### config.mk
export PLATFORM = sky130hd
export DESIGN_NAME = imem_loader_flat
export DESIGN_NICKNAME = d
export VERILOG_FILES = /design/src/rtl/imem_loader_if.sv /design/src/rtl/imem_loader.sv /design/src/flat_wrapper.sv
export SDC_FILE = /design/constraint.sdc
export NUM_CORES = 1
export LEC_CHECK = 0
export ABC_AREA = 1
export CORE_ASPECT_RATIO = 1.2
export CORE_UTILIZATION = 40
export DETAILED_ROUTE_END_ITERATION = 10
export GPL_TIMING_DRIVEN = 0
export PLACE_DENSITY = 0.69
export SLEW_MARGIN = 20
export SYNTH_ARGS = -nofsm -noshare
export SYNTH_HDL_FRONTEND = slang
export SYNTH_SLANG_ARGS = --single-unit
### constraint.sdc
create_clock -name clk_i -period 1.9 [get_ports clk_i]
set_clock_uncertainty 0.05 [all_clocks]
set_input_delay 0.285 -clock clk_i [delete_from_list [all_inputs] [get_ports clk_i]]
set_output_delay 0.285 -clock clk_i [all_outputs]
set_load 0.02 [all_outputs]
### src/rtl/imem_loader_if.sv
// Byte-stream input and instruction-memory write port of the program loader.
// The slave view belongs to the loader; the master view is the stream source and memory sink.
interface imem_loader_if #(
   parameter int AW = 32
);
   logic          rx_valid;
   logic [7:0]    rx_data;
   logic          rx_ready;
   logic          start;
   logic          mem_we;
   logic [AW-1:0] mem_addr;
   logic [31:0]   mem_wdata;
   logic          cpu_reset;
   logic          done;
   logic          error;

   modport slave (
      input  rx_valid, rx_data, start,
      output rx_ready, mem_we, mem_addr, mem_wdata, cpu_reset, done, error
   );

   modport master (
      output rx_valid, rx_data, start,
      input  rx_ready, mem_we, mem_addr, mem_wdata, cpu_reset, done, error
   );
endinterface

### src/rtl/imem_loader.sv
// Assembles a byte-serial program image into little-endian words, writes them to
// instruction memory and releases the core from reset once the XOR checksum matches.
//
// state  | meaning
// LEN_LO | waiting for low byte of the word count
// LEN_HI | waiting for high byte of the word count
// DATA   | collecting data bytes, one memory write per 4 bytes
// CSUM   | waiting for the checksum byte
// DONE   | image loaded and verified, core released
// ERROR  | oversize image or bad checksum, core held in reset
module imem_loader #(
   parameter int DEPTH = 256,
   parameter int AW    = 32
) (
   input  logic        clk_i,
   input  logic        reset_ni,
   imem_loader_if.slave bus
);

   typedef enum logic [2:0] {
      LEN_LO,
      LEN_HI,
      DATA,
      CSUM,
      DONE,
      ERROR
   } state_e;

   state_e        state_q, state_d;
   logic [7:0]    len_lo_q, len_lo_d;
   logic [15:0]   n_q, n_d;
   logic [15:0]   word_idx_q, word_idx_d;
   logic [1:0]    byte_idx_q, byte_idx_d;
   logic [7:0]    xor_q, xor_d;
   logic [23:0]   word_q, word_d;
   logic          mem_we_q, mem_we_d;
   logic [AW-1:0] mem_addr_q, mem_addr_d;
   logic [31:0]   mem_wdata_q, mem_wdata_d;

   logic          rx_ready;
   logic          accept;
   logic [15:0]   n_rx;

   assign rx_ready = reset_ni && (state_q == LEN_LO || state_q == LEN_HI ||
                                  state_q == DATA   || state_q == CSUM);
   assign accept   = bus.rx_valid && rx_ready;
   assign n_rx     = {bus.rx_data, len_lo_q};

   always_comb begin
      state_d     = state_q;
      len_lo_d    = len_lo_q;
      n_d         = n_q;
      word_idx_d  = word_idx_q;
      byte_idx_d  = byte_idx_q;
      xor_d       = xor_q;
      word_d      = word_q;
      mem_we_d    = 1'b0;
      mem_addr_d  = mem_addr_q;
      mem_wdata_d = mem_wdata_q;

      case (state_q)
         LEN_LO: begin
            if (accept) begin
               len_lo_d = bus.rx_data;
               state_d  = LEN_HI;
            end
         end
         LEN_HI: begin
            if (accept) begin
               n_d        = n_rx;
               word_idx_d = '0;
               byte_idx_d = '0;
               xor_d      = '0;
               if (int'(n_rx) > DEPTH)  state_d = ERROR;
               else if (n_rx == 16'd0)  state_d = CSUM;
               else                     state_d = DATA;
            end
         end
         DATA: begin
            if (accept) begin
               xor_d      = xor_q ^ bus.rx_data;
               byte_idx_d = byte_idx_q + 2'd1;
               case (byte_idx_q)
                  2'd0: word_d[7:0]   = bus.rx_data;
                  2'd1: word_d[15:8]  = bus.rx_data;
                  2'd2: word_d[23:16] = bus.rx_data;
                  default: begin
                     mem_we_d    = 1'b1;
                     mem_wdata_d = {bus.rx_data, word_q};
                     mem_addr_d  = AW'({word_idx_q, 2'b00});
                     word_idx_d  = word_idx_q + 16'd1;
                     if (word_idx_q == n_q - 16'd1) state_d = CSUM;
                  end
               endcase
            end
         end
         CSUM: begin
            if (accept) state_d = (bus.rx_data == xor_q) ? DONE : ERROR;
         end
         DONE, ERROR: begin
            if (bus.start) state_d = LEN_LO;
         end
         default: state_d = LEN_LO;
      endcase
   end

   always_ff @(posedge clk_i) begin
      if (!reset_ni) begin
         state_q     <= LEN_LO;
         len_lo_q    <= '0;
         n_q         <= '0;
         word_idx_q  <= '0;
         byte_idx_q  <= '0;
         xor_q       <= '0;
         word_q      <= '0;
         mem_we_q    <= 1'b0;
         mem_addr_q  <= '0;
         mem_wdata_q <= '0;
      end else begin
         state_q     <= state_d;
         len_lo_q    <= len_lo_d;
         n_q         <= n_d;
         word_idx_q  <= word_idx_d;
         byte_idx_q  <= byte_idx_d;
         xor_q       <= xor_d;
         word_q      <= word_d;
         mem_we_q    <= mem_we_d;
         mem_addr_q  <= mem_addr_d;
         mem_wdata_q <= mem_wdata_d;
      end
   end

   assign bus.rx_ready  = rx_ready;
   assign bus.mem_we    = mem_we_q;
   assign bus.mem_addr  = mem_addr_q;
   assign bus.mem_wdata = mem_wdata_q;
   assign bus.cpu_reset = (state_q != DONE);
   assign bus.done      = (state_q == DONE);
   assign bus.error     = (state_q == ERROR);

endmodule

### src/flat_wrapper.sv
// flat-port wrapper written by rule: the top's interface ports become plain ports
module imem_loader_flat 
#(
   parameter int DEPTH = 256,
   parameter int AW    = 32
)
  (clk_i, reset_ni, bus_rx_valid, bus_rx_data, bus_start, bus_rx_ready, bus_mem_we, bus_mem_addr, bus_mem_wdata, bus_cpu_reset, bus_done, bus_error);
  imem_loader_if #(.AW(AW)) bus_i ();
  input  logic clk_i;
  input  logic reset_ni;
  input wire logic [$bits(bus_i.rx_valid)-1:0] bus_rx_valid;
  input wire logic [$bits(bus_i.rx_data)-1:0] bus_rx_data;
  input wire logic [$bits(bus_i.start)-1:0] bus_start;
  output wire logic [$bits(bus_i.rx_ready)-1:0] bus_rx_ready;
  output wire logic [$bits(bus_i.mem_we)-1:0] bus_mem_we;
  output wire logic [$bits(bus_i.mem_addr)-1:0] bus_mem_addr;
  output wire logic [$bits(bus_i.mem_wdata)-1:0] bus_mem_wdata;
  output wire logic [$bits(bus_i.cpu_reset)-1:0] bus_cpu_reset;
  output wire logic [$bits(bus_i.done)-1:0] bus_done;
  output wire logic [$bits(bus_i.error)-1:0] bus_error;
  assign bus_i.rx_valid = bus_rx_valid;
  assign bus_i.rx_data = bus_rx_data;
  assign bus_i.start = bus_start;
  assign bus_rx_ready = bus_i.rx_ready;
  assign bus_mem_we = bus_i.mem_we;
  assign bus_mem_addr = bus_i.mem_addr;
  assign bus_mem_wdata = bus_i.mem_wdata;
  assign bus_cpu_reset = bus_i.cpu_reset;
  assign bus_done = bus_i.done;
  assign bus_error = bus_i.error;
  imem_loader #(.DEPTH(DEPTH), .AW(AW)) u_core (.clk_i(clk_i), .reset_ni(reset_ni), .bus(bus_i));
endmodule
Word-level counts from Yosys, hierarchy flattened
Index checks and enable logic that the tools add are counted.
{"block": "word_totals", "in_bits": 12, "ff_bits": 126, "out_inout_bits": 69, "elab_cells": 78}
{"block": "classes", "reduce_logical": 21, "n_eq_ne": 17, "add_sub_neg": 3, "magnitude_cmp": 1, "n_mux": 22, "bitwise": 2}
{"operator": "$mux W16", "n": 3}
{"operator": "$pmux W16 S2", "n": 1}
{"operator": "$mux W3", "n": 8}
{"operator": "$reduce_and A3 Y1", "n": 6}
{"operator": "$add A16 B1 Y16 const B", "n": 1}
{"operator": "$eq A16 B16 Y1", "n": 1}
{"operator": "$gt A16 B9 Y1 const B", "n": 1}
{"operator": "$logic_not A16 Y1", "n": 1}
{"operator": "$mux W8", "n": 2}
{"operator": "$pmux W8 S2", "n": 1}
{"operator": "$sub A16 B1 Y16 const B", "n": 1}
{"operator": "$pmux W3 S5", "n": 1}
{"operator": "$eq A8 B8 Y1", "n": 1}
{"operator": "$ne A2 B1 Y1 const B", "n": 4}
{"operator": "$xor A8 B8 Y8", "n": 1}
{"operator": "$reduce_and A7 Y1", "n": 1}
{"operator": "$eq A3 B2 Y1 const B", "n": 2}
{"operator": "$eq A3 B3 Y1 const B", "n": 2}
{"operator": "$ne A2 B2 Y1 const B", "n": 3}
{"operator": "$mux W2", "n": 2}
{"operator": "$pmux W2 S2", "n": 1}
{"operator": "$reduce_and A2 Y1", "n": 2}
{"operator": "$reduce_and A4 Y1", "n": 1}
{"operator": "$eq A3 B1 Y1 const B", "n": 1}
{"operator": "13 further kinds", "n": 18}

Logic depth before layout (Yosys ltp)
{"block": "depth", "ltp_word": 8, "depth_mapped": 15, "depth_no_buf": 15}

Least setup slack after synthesis
No wires, ideal clock.
{"block": "synth_path", "path_type": "register -> register", "from": "register u_core.n_q[0]", "to": "register u_core.state_q[1]", "path_stages_with_launch": 14, "setup_time_ns": 0.115, "setup_slack_ns": 0.137, "arrival_time_ns": 1.598, "period_less_slack_ns": 1.763, "n_path_buf": 0, "required_time_ns": 1.735, "cell_sequence": "dfxtp_1 inv_1 ha_1 nand3_1 nor2_1 nand3b_1 nand2_1 nand2_1 nor2_1 nand2_1 o21ai_2 nand3_1 nand2_1 nor2_1"}
{"block": "synth_via", "elab_chain_cells": 4}
{"item": "start, declared", "line": "imem_loader.sv:31", "rtl": "logic [15:0] n_q, n_d;"}
{"item": "start signal, assigned", "line": "imem_loader.sv:122", "rtl": "n_q <= n_d;"}
{"item": "$sub A16 B1 Y16", "line": "imem_loader.sv:92", "rtl": "if (word_idx_q == n_q - 16'd1) state_d = CSUM;"}
{"item": "$eq A16 B16 Y1", "line": "imem_loader.sv:92"}
{"item": "$ne A2 B2 Y1 (no source line)"}
{"item": "$reduce_and A7 Y1 (no source line)"}
{"item": "end signal, assigned", "line": "imem_loader.sv:120", "rtl": "state_q <= state_d;"}
{"item": "end, declared", "line": "imem_loader.sv:29", "rtl": "state_e state_q, state_d;"}
No other way between the ends.
A chain may end at the register's enable or synchronous reset.

Worst setup path after layout
{"block": "layout_path", "from": "register u_core.n_q[0]", "to": "register u_core.state_q[0]"}
The elaborated chain is that of the path after synthesis.

==> results by group <==
Timing
  – Minimum clock period: 1890 ps
  – Slew @ Worst Pin: roughly 540 ps
  – Final Max Tran Viols: 0
  – Setup slack after layout: just under 10 ps
  – RSZ-0062 raised after global routing: yes
  – Post-route clock period utilization: roughly 99%
  – Worst rel slew slack: between 60% and 70%
  – Setup Viol. Count Final: 0
  – Achievable Freq: 529 MHz
  – Final Hold Viols: 0

Detailed routing
  – Vias per cell: 4.98
  – Routed Antenna Nets: 0
  – DR DRC count: 0
  – Final WL: 14,600 um
  – Detailed-route wire length per cell: around 14 um
  – Iteration-0 DRC Markers: 276
  – Via count: 5,176
  – DRT Pass-1 Iters: 6

Final layout
  – Synthesis-to-layout area growth: 31.4%
  – Commonest non-fill, non-tap cell in the layout: dfxtp_1
  – Multi-input logic area: 2730 um2
  – Filler Cells Inserted: 1,240
  – Layout cells sized above 1: a little over an eighth
  – Most frequent cells in the layout: 123 x dfxtp_1, 121 x nor2_1, 106 x o21ai_0, 101 x nand2_1, 85 x a21oi_1
  – Register Area: 2530 um2
  – Antenna diode instance count: 0
  – Nets: 876

Power
  – Power Total: 7030 uW
  – P_leak: 0.00316 uW
  – Power Density: 957 nW/um2
  – Seq pwr share: 38.8%
  – Sw frac: 23.6%
  – Logic gate share of total power: 8.6%
  – Clk pwr share: between 50 and 60%
  – Cell Int Power: 5370 uW
  – Peak supply drop: about 0.00080 V
  – Switch Pwr: 1660 uW

Clock tree
  – CTS tree: done
  – H-tree Lvls: 4
  – CTS buffer count: 17
  – Root buffer cell: clkbuf_16
  – Clock Tree Buf Depth: 2
  – Hold buffers post-CTS: 0
  – Reg clk slew, reported paths: 60 ps
  – Num Clock Sinks: around 130
  – Skew-Pair Late Insertion Delay: 410 ps

Die
  – Chip height: 132 um
  – Initial core utilization: 41.7%
  – Core area: 13,400 um2
  – Die width: 110 um
  – Ports: 81
  – Row count: 46
  – DIE AREA: 14,500 um2

Global route
  – First-pass GRT wire length: 23,600 um
  – Total congestion overflow: 0
  – Initial antenna violation count: 0
  – GR Util All Layers: 21.1%
  – Largest net degree at the start of global routing: 17
  – Vias in the first global route: 4,908

Yosys
  – Post-synthesis adder-cell area fraction: 1.34%
  – Main combinational cell family by area after synthesis: simple AND/OR/NAND/NOR gates
  – Top-area cell type share of the netlist area: 45.1%
  – Multiplexer area fraction after synthesis: 0%
  – Synth area leaders: dfxtp_1 45%, o21ai_0 9.7%, nor2_1 8.6%
  – Sequential element share of the synthesized area: 45.1%
  – Synth Flop Type: dfxtp_1
  – Mapped Area: 5590 um2
  – FFs w/ async S/R, synth: 0%
  – Mapped Cells: 756
  – Number of synthesized flops with an enable pin: 0
  – Syn avg cell area: roughly 7.4 um2
  – Unique masters post-synth: 40
  – Synth area leader: dfxtp_1
  – Xor/xnor share of the synthesized area: under 10%
  – Compound-cell area share of the yosys netlist: 18.6%
  – Register bit count reported by yosys: 126
  – Yosys warnings: 0
  – Post-synthesis simple-gate area fraction: 22.4%

Worst setup path
  – Crit Path Category: flip-flop to flip-flop
  – Worst Path Arrival: 2180 ps
  – Worst Path Required: 2190 ps
  – CP max FO: 5
  – Crit. End Element: flip-flop
  – Type of origin of the critical path: flip-flop

Hold path
  – Hold/Removal Path Class: input port to flip-flop

Place
  – Placed wire-length estimate: 10,200 um
  – Worst slack, placed: -521 ps
  – GPL Wtd Cong: between 0.8 and 0.9
  – Port Buf Inserts: 61

Run status
  – Status: completed

Job
  – Max_cap viols: 0
[routing by layer]
| layer | track usage, % | share of wire [%] | vias to the layer above |
|---|---|---|---|
| met3 | 4.22 | 4.8 | 35 |
| met4 | 8.96 | 2.4 | 0 |
| met5 | 0 | 0 | - |
| met2 | 35.6 | 50 | 154 |
| li1 | - | - | 2630 |
| met1 | 25.5 | 43 | 2357 |
[timing repair]
action | 4_1_cts | 5_1_grt
setup buffers | 3 | 6
gates cloned | 0 | 0
pin swaps | 5 | 12
setup endpoints to repair | 91 | 65
gates resized for setup | 18 | 33
[path summary, 6_finish.rpt]
check | start | end | slack (ps) | cells after the start
max | u_core.n_q[0] | u_core.state_q[0] | 10 | 12
min | reset_ni | u_core.state_q[0] | 220 | 3
max reg2reg | u_core.n_q[0] | u_core.state_q[0] | 10 | 12
min reg2reg | u_core.xor_q[2] | u_core.xor_q[2] | 420 | 2
[kinds of logic (layout without fill, tap and decap cells)]
kind of cell,count (synthesis),in the layout
compound gates,203,203
xor+xnor,21,21
fa+ha+maj,6,6
buf+inv,112,212
flops,126,126
other cells,1,16
simple gates,287,287
[cells in the mapped netlist, types with 5 or more instances]
master	number
nor2_1	128
dfxtp_1	126
o21ai_0	108
nand2_1	104
a21oi_1	87
inv_1	56
clkbuf_1	21
buf_4	18
nand3_1	16
xnor2_1	11
xor2_1	10
nor3_1	9
buf_2	6
ha_1	6
inv_2	5
nand3b_1	5
[sequential cells by signal, summed over array words and instances (netlist names)]
register	cells
u_core.xor_q	8
u_core.word_q	24
u_core.bus.mem_wdata	32
u_core.bus.mem_we	1
u_core.word_idx_q	16
u_core.state_q	3
u_core.n_q	16
u_core.byte_idx_q	2
u_core.bus.mem_addr	16
u_core.len_lo_q	8
[worst max-delay path, stage by stage (launching register included)]
cell,delay [ps]
dfxtp_2,330
inv_4,70
ha_4,150
nand3_4,120
nor2_4,200
nor2_2,40
nor2_1,110
nand3_1,90
nor2_2,130
nand2_2,90
o21ai_4,190
nand3_1,110
a21oi_2,130
[power groups by stage]
| stage | Combinational (uW) | Clock (uW) | Sequential, uW |
|---|---|---|---|
| floorplan | 424 | 0 | 2770 |
| global placement | 553 | 0 | 2780 |
| detailed placement | 557 | 0 | 2780 |
| CTS | 577 | 3720 | 2730 |
| global route | 679 | 3840 | 2730 |
| finish | 608 | 3690 | 2730 |
[area by class of cell]
class / instances / area share [%]
multi-input combinational: 533 / 37.2
sequential: 126 / 34.4
timing repair buffer: 70 / 9.34
clock buffer: 18 / 5.84
buffer: 47 / 3.78
inverter: 63 / 3.34
clock inverter: 14 / 3.27
tap: 168 / 2.86
[metrics by stage]
step	instances	TNS, ps	hold WS, ps	instance area, um2	utilization, %
finish	1039	0	224	7340	54.8
global route	1039	-385	219	7340	54.8
CTS	1034	-2.26	211	7220	53.8
detailed placement	1000	-23740	415	6470	48.2
global placement	1000	-23760	411	6470	48.2
floorplan	771	0	398	5650	-
(Power assumes the default switching activity.)
